### src/rtl/xsim_run_ctrl.sv
// Run-control sequencer: holds the DUT in reset, counts run cycles, arbitrates finish
// requests, and pulses sim_finish after a drain period. Optional watchdog: XSIM_RUN_CTRL_WATCHDOG_EN.
module xsim_run_ctrl #(
  parameter int RESET_CYCLES   = 20,
  parameter int DRAIN_CYCLES   = 8,
  parameter int NUM_REQ        = 2,
  parameter int CNT_W          = 32,
  parameter int TIMEOUT_CYCLES = 0
) (
  input  logic                 CLK,
  input  logic                 RST,
  input  logic [NUM_REQ-1:0]   finish_req,
  input  logic [8*NUM_REQ-1:0] finish_code,
  output logic                 dut_rst_n,
  output logic                 running,
  output logic [CNT_W-1:0]     cycle_count,
  output logic                 finish_valid,
  output logic [2:0]           finish_src,
  output logic [7:0]           exit_code,
  output logic                 sim_finish,
  output logic                 timeout
);

  localparam int HOLD_W  = (RESET_CYCLES < 2) ? 1 : $clog2(RESET_CYCLES + 1);
  localparam int DRAIN_W = (DRAIN_CYCLES < 1) ? 1 : $clog2(DRAIN_CYCLES + 1);
  localparam logic [HOLD_W-1:0]  HOLD_LAST  = HOLD_W'(RESET_CYCLES - 1);
  localparam logic [DRAIN_W-1:0] DRAIN_LAST = DRAIN_W'(DRAIN_CYCLES);

  typedef enum logic [1:0] {HOLD, RUN, DRAIN, DONE} state_t;

  state_t               state_q, state_d;
  logic [HOLD_W-1:0]    hold_cnt_q, hold_cnt_d;
  logic [DRAIN_W-1:0]   drain_cnt_q, drain_cnt_d;
  logic [CNT_W-1:0]     cycle_count_q, cycle_count_d;
  logic                 finish_valid_q, finish_valid_d;
  logic [2:0]           finish_src_q, finish_src_d;
  logic [7:0]           exit_code_q, exit_code_d;
  logic                 sim_finish_q, sim_finish_d;
  logic                 dut_rst_n_q, dut_rst_n_d;
  logic                 running_q, running_d;
  logic [CNT_W-1:0]     cnt_inc;
  logic                 req_any;
  logic [2:0]           req_idx;
  logic [7:0]           req_code;

`ifdef XSIM_RUN_CTRL_WATCHDOG_EN
  localparam logic [CNT_W-1:0] TIMEOUT_LIM = CNT_W'(TIMEOUT_CYCLES - 1);
  logic timeout_q, timeout_d;
  logic wd_hit;

  assign wd_hit  = (TIMEOUT_CYCLES != 0) && (cycle_count_q >= TIMEOUT_LIM);
  assign timeout = timeout_q;
`else
  assign timeout = 1'b0;
`endif

  // Descending scan so the lowest-index active request is the one left standing.
  always_comb begin
    req_idx  = 3'd0;
    req_code = 8'h00;
    for (int i = NUM_REQ - 1; i >= 0; i--) begin
      if (finish_req[i]) begin
        req_idx  = 3'(i);
        req_code = finish_code[8*i +: 8];
      end
    end
  end

  assign req_any = |finish_req;
  assign cnt_inc = (cycle_count_q == {CNT_W{1'b1}}) ? cycle_count_q : cycle_count_q + 1'b1;

  always_comb begin
    state_d        = state_q;
    hold_cnt_d     = hold_cnt_q;
    drain_cnt_d    = drain_cnt_q;
    cycle_count_d  = cycle_count_q;
    finish_valid_d = finish_valid_q;
    finish_src_d   = finish_src_q;
    exit_code_d    = exit_code_q;
    sim_finish_d   = 1'b0;
`ifdef XSIM_RUN_CTRL_WATCHDOG_EN
    timeout_d      = timeout_q;
`endif
    case (state_q)
      HOLD: begin
        hold_cnt_d = hold_cnt_q + 1'b1;
        if (hold_cnt_q == HOLD_LAST) begin
          state_d = RUN;
        end
      end
      RUN: begin
        cycle_count_d = cnt_inc;
        if (req_any) begin
          finish_src_d   = req_idx;
          exit_code_d    = req_code;
          finish_valid_d = 1'b1;
          drain_cnt_d    = '0;
          state_d        = DRAIN;
        end
`ifdef XSIM_RUN_CTRL_WATCHDOG_EN
        // The watchdog ranks below every real requester.
        else if (wd_hit) begin
          finish_src_d   = 3'(NUM_REQ);
          exit_code_d    = 8'hFF;
          finish_valid_d = 1'b1;
          timeout_d      = 1'b1;
          drain_cnt_d    = '0;
          state_d        = DRAIN;
        end
`endif
      end
      DRAIN: begin
        cycle_count_d = cnt_inc;
        drain_cnt_d   = drain_cnt_q + 1'b1;
        if (drain_cnt_q == DRAIN_LAST) begin
          sim_finish_d = 1'b1;
          state_d      = DONE;
        end
      end
      default: begin
      end
    endcase
    dut_rst_n_d = (state_d != HOLD);
    running_d   = (state_d == RUN);
  end

  always_ff @(posedge CLK) begin
    if (RST) begin
      state_q        <= HOLD;
      hold_cnt_q     <= '0;
      drain_cnt_q    <= '0;
      cycle_count_q  <= '0;
      finish_valid_q <= 1'b0;
      finish_src_q   <= 3'd0;
      exit_code_q    <= 8'h00;
      sim_finish_q   <= 1'b0;
      dut_rst_n_q    <= 1'b0;
      running_q      <= 1'b0;
`ifdef XSIM_RUN_CTRL_WATCHDOG_EN
      timeout_q      <= 1'b0;
`endif
    end else begin
      state_q        <= state_d;
      hold_cnt_q     <= hold_cnt_d;
      drain_cnt_q    <= drain_cnt_d;
      cycle_count_q  <= cycle_count_d;
      finish_valid_q <= finish_valid_d;
      finish_src_q   <= finish_src_d;
      exit_code_q    <= exit_code_d;
      sim_finish_q   <= sim_finish_d;
      dut_rst_n_q    <= dut_rst_n_d;
      running_q      <= running_d;
`ifdef XSIM_RUN_CTRL_WATCHDOG_EN
      timeout_q      <= timeout_d;
`endif
    end
  end

  assign dut_rst_n    = dut_rst_n_q;
  assign running      = running_q;
  assign cycle_count  = cycle_count_q;
  assign finish_valid = finish_valid_q;
  assign finish_src   = finish_src_q;
  assign exit_code    = exit_code_q;
  assign sim_finish   = sim_finish_q;

endmodule

### config.mk
export PLATFORM = sky130hd
export DESIGN_NAME = xsim_run_ctrl
export DESIGN_NICKNAME = d
export VERILOG_FILES = /design/src/rtl/xsim_run_ctrl.sv
export SDC_FILE = /design/constraint.sdc
export NUM_CORES = 1
export LEC_CHECK = 0
export ABC_AREA = 1
export CAP_MARGIN = 30
export CORE_MARGIN = 3
export CORE_UTILIZATION = 55
export CTS_CLUSTER_DIAMETER = 40
export DETAILED_ROUTE_END_ITERATION = 7
export PLACE_DENSITY = 0.93
export SLEW_MARGIN = 10
export SYNTH_ARGS = -nofsm -noshare
export SYNTH_HDL_FRONTEND = slang
export SYNTH_SLANG_ARGS = --single-unit
### constraint.sdc
create_clock -name CLK -period 3.4 [get_ports CLK]
set_input_delay 0.51 -clock CLK [delete_from_list [all_inputs] [get_ports CLK]]
set_output_delay 0.51 -clock CLK [all_outputs]
set_load 0.02 [all_outputs]
* Word level (Yosys, flattened, before mapping)
Cells that the tools add are included.
** Operators by class
- Reduce and logical (&&, ||, !) cells :: 9
- Add/subtract/negate cells :: 3
- Mux-type cells :: 11
- Eq/ne operators :: 7
- Bitwise operators :: 2
** Operators by type and width (number)
- $add 32x1->32 const B :: 1
- $eq 32x32->1 const B :: 1
- $mux 8 :: 2
- $pmux 4 s2 :: 1
- $mux 2 :: 3
- $pmux 2 s3 :: 1
- $reduce_and 2->1 :: 3
- $reduce_or 2->1 :: 3
- $add 5x1->5 const B :: 1
- $eq 5x5->1 const B :: 1
- $add 4x1->4 const B :: 1
- $eq 2x1->1 const B :: 2
- $eq 4x4->1 const B :: 1
- $mux 4 :: 1
- $reduce_bool 2->1 :: 2
- $mux 3 :: 1
- $eq 2x2->1 const B :: 1
- $logic_not 2->1 :: 1
- $mux 1 :: 2
- $ne 2x2->1 const B :: 1
- $not 1->1 :: 2
** Word-level totals
- Register bits after elaboration :: 58
- Input port bits :: 20
- Output and inout bits :: 48

* Logic depth before layout (Yosys ltp)
- Depth after elaboration :: 4
- Depth in mapped cells :: 12

* Worst setup path after synthesis
OpenSTA, ideal clock, no wires.
- Path type :: register -> register
- Start point :: reg cycle_count_q[1] (netlist: cycle_count[1])
- End point :: reg cycle_count_q[21] (netlist: cycle_count[21])
- Required time :: 3.272 ns
- Library setup time :: 0.128 ns
- Setup slack :: 1.652 ns
- Stages on the path, launching flop included :: 13
- Clock period less this slack :: 1.748 ns
- Data arrival time :: 1.621 ns
- Cell sequence :: dfxtp_1 ha_1 nand2_2 nor2_4 nand2_1 nor2_1 nand2_1 buf_6 buf_6 nand3_1 nand2_1 nand2_1 nor2_1
** On the way
- Cells in the longest elaborated chain, start to end :: 3
- Elaborated cells on any way between the ends :: 4
- Classes of those cells :: add/sub: 1; eq/ne: 1; bitwise: 1; reduce/logical: 1
** Ends and longest elaborated chain
- start, declared :: line 34 : logic [CNT_W-1:0] cycle_count_q, cycle_count_d;
- start signal, assigned :: line 146 : cycle_count_q <= cycle_count_d;
- branches (longest 3 deep; another with $add 32x1->32)
Several ways; the timed one is not identified.
A chain may end at the register's enable or synchronous reset.

* Worst setup path in the final report
- Start point :: reg state_q[1]
- End point :: reg cycle_count_q[25] (netlist: cycle_count[25])
** On the way
- Cells in the longest elaborated chain, start to end :: 3
- Elaborated cells on any way between the ends :: 4
- Classes of those cells :: eq/ne: 2; reduce/logical: 2
** Ends and longest elaborated chain
- start, declared :: line 31 : state_t state_q, state_d;
- start signal, assigned :: line 143 : state_q <= state_d;
- $eq 2x2->1 / $eq 2x1->1 (equally long branches) :: line 84 : case (state_q)
- $reduce_or 2->1 (no line) (*)
- $reduce_and 2->1 (no line) (*)
Mark *: on every way between the ends. The rest lies on a longest branch, timed or not.

==> parameters.txt <==
Parameter                              Value

STA
  Max Freq ... roughly 500 MHz
  Count of final max-slew check failures ... 0
  Number of setup violations in the final report ... 0
  Setup ws final ... roughly 1.4 ns
  Shortest clock period the worst path allows after layout ... roughly 2.0 ns
  RSZ-0062 raised after global routing ... false
  Post-route clock skew ... ~0.015 ns
  Count of final hold-check violations ... 0
  Least-Margin Pin Slew ... ~0.58 ns
  Headroom to the max-slew limit ... 0.614
  Ratio of final minimum period to clock period ... 0.597
  Setup TNS ... 0 ns

Placement
  Number of buffers inserted by port buffering ... 64
  Routability cong. ... ~0.9
  Pre-CTS WS ... 1.04 ns
  HPWL reported at the end of detailed placement ... between 5 and 6 mm
  Placed cell count ... 599

Logic synthesis
  Fraction of post-synthesis cell area in the top cell type by area ... 0.366
  Cell types occupying the most area after synthesis ... dfxtp_1 37%, nand2_1 15%, nor2_1 12%
  Instance count of the mapped netlist ... 476
  Share of the yosys chip area belonging to registers ... 0.366
  Avg Cell Area, Syn ... approximately 6.4 µm²
  Leading area contributor after synthesis ... dfxtp_1
  Yosys reg bits ... 56
  Ys Warns ... 0
  Count of distinct cell types in the synthesized netlist ... 26
  Mapped Area ... 0.00307 mm²

Cells and area
  Share of post-route cells with drive strength above 1 ... 0.0335
  Antenna diode count ... 0
  # nets final ... 564
  Area growth from synthesis to layout ... 24.3%
  Fill cell total of the finished layout ... about 400
  Final non-filler cell total ... slightly above 600

Power
  Maximum vdd drop ... ~0.24 mV
  Switching power summed over all nets ... approximately 0.00035 W
  Portion of total power attributed to sequential cells ... 0.561
  Internal power ... slightly below 0.0009 W
  PD cells ... between 300 and 400 mW/mm²
  Switching fraction of total power ... 0.279
  Clock power share ... 0.310
  Post-route total power ... 0.00124 W
  Static leakage ... 1.51 nW
  Combinational power share ... 0.128

Drt
  Total Wirelength ... roughly 8 mm
  Detailed Routing Iterations Pass 1 ... 5
  Number of design rule violations left after detail routing ... 0
  Detailed-route wire length per cell ... between 10 and 15 µm
  Count of nets left with antenna violations after detail routing ... 0
  Vias/cell ... between 5 and 6
  Iteration-0 DRC Markers ... roughly 240
  Number of vias after detailed routing ... around 3300

Setup path
  Largest fanout on the critical path ... 7
  Critical setup path kind ... reg2reg
  Worst Setup End Kind ... register
  Count of cells along the worst register-to-register path ... 10
  Worst Path Required ... 3.67 ns
  Arrival time at the worst endpoint ... roughly 2.3 ns
  Setup crit start kind ... register

Die
  Die Span X ... roughly 80 µm
  Count of boundary I/O pins ... roughly 70
  Area of the core ... about 0.0052 mm²
  Initial core utilization ... 0.586
  Height of the chip ... between 80 and 90 µm
  Die Footprint ... around 0.0065 mm²
  Cell row count ... 26

Global route
  Largest net degree at the start of global routing ... 38
  Via count of the first global-routing pass ... roughly 3100
  GRT Residual Overflow ... 0
  Wire length of the first global-routing pass ... between 10 and 15 mm
  GR Util All Layers ... 0.260
  Initial antenna violation count ... 0

Hold path
  Worst Hold Path Cells ... 2
  Worst hold path type ... reg2reg

Clock network
  TritonCTS clock tree ... built
  Clock buffers created by TritonCTS ... 5
  Total of hold buffers inserted after clock tree synthesis ... 0
  TritonCTS Sinks ... 56
  Post_cts resized ... 0
  H-Tree Level Count ... 2
  Maximum number of buffers from clock root to sink ... 2
  Cell at the root of the clock tree ... clkbuf_8
  Clock latency at the later pin of the worst-skew pair ... roughly 0.33 ns
  Post-CTS Setup Repair Bufs ... 0
  Clock-pin slew on the worst setup and hold paths ... 0.10 ns

Run status
  Status ... finished clean

Flow run
  Number of maximum-capacitance constraint violations ... 0
==> path summary, 6_finish.rpt <==
kind / from / end / slack, ns
worst max-delay path: state_q[1] / cycle_count[25] / 1.37
worst min-delay path: finish_src[0] / finish_src[0] / 0.48
worst max register to register: state_q[1] / cycle_count[25] / 1.37
worst min register to register: finish_src[0] / finish_src[0] / 0.48
==> routing by layer <==
layer / track usage / up-vias / part of all wire
met5: 0 / - / 0
met4: 0.103 / 0 / 0.017
met3: 0.0561 / 15 / 0.085
met2: 0.421 / 144 / 0.46
met1: 0.334 / 1491 / 0.44
li1: - / 1620 / -
==> state kept, by name, indices dropped and copies added (netlist names) <==
register,count
state_q,2
exit_code,8
hold_cnt_q,5
drain_cnt_q,4
dut_rst_n,1
sim_finish,1
cycle_count,32
finish_src,1
running,1
finish_valid,1
==> cell type report <==
cell class,instances,area (µm²),area share
clock buffer,5,68.8,0.0181
multi-input combinational,350,1640,0.430
timing repair buffer,67,663,0.174
inverter,56,210,0.0552
tap,70,87.6,0.0230
clock inverter,3,22.5,0.00591
sequential,56,1120,0.294
==> synth_stat cells <==
cell,instances
nand4_1,12
conb_1,1
buf_4,4
nor2_1,94
nor2_4,3
nand2_2,2
clkbuf_1,8
nor2_2,2
buf_6,4
xor2_1,6
a31oi_1,4
o21ai_0,18
a22oi_1,8
clkinv_1,3
nor3_1,4
dfxtp_1,56
o21ai_1,1
nand2_1,125
xnor2_1,2
a21oi_1,27
nand3b_1,2
a211oi_1,1
inv_1,53
ha_1,8
nor3b_1,1
nand3_1,27
==> power by group through the flow <==
stage | Clock [W] | Combinational (W) | Sequential (W)
detailed placement | 0 | 0.000158 | 0.000711
global placement | 0 | 0.000152 | 0.000710
finish | 0.000385 | 0.000159 | 0.000696
CTS | 0.000382 | 0.000159 | 0.000696
global route | 0.000412 | 0.000180 | 0.000700
floorplan | 0 | 0.0000888 | 0.000719
==> metrics by stage <==
stage	hold slack [ns]	utilization	area [µm²]
2_1_floorplan	0.453	-	3070
3_3_place_gp	0.450	0.710	3720
3_5_place_dp	0.464	0.710	3720
4_1_cts	0.483	0.728	3810
5_1_grt	0.517	0.728	3810
6_report	0.477	0.728	3810
==> layout by cell type (no fill, tap or decap), drive strengths merged, types with 5 or more instances in the layout <==
cell type,instances
inv,54
o21ai,19
nand2,127
clkdlybuf4s50,64
clkinv,5
xor2,6
nand3,27
ha,8
a21oi,27
clkbuf,5
nand4,12
dfxtp,56
nor2,99
a22oi,8
==> critical path, stage by stage, from the launching register on <==
cell	delay, ns
dfxtp_1	0.40
inv_1	0.08
ha_1	0.42
inv_1	0.11
nor2_2	0.25
nand2_2	0.12
nor2_2	0.25
nand3_1	0.12
nand2_1	0.09
clkinv_1	0.06
nor2_1	0.08
==> cell families after synthesis <==
logic type / Yosys count / synth area share
AOI/OAI and AO/OA: 59 / 0.105
and+or+nand+nor: 272 / 0.370
other: 1 / 0.00122
xor gates and xnor gates: 8 / 0.0228
buffers and inverters: 72 / 0.103
DFF: 56 / 0.366
adders and majority gates: 8 / 0.0326
(Power assumes the default switching activity.)
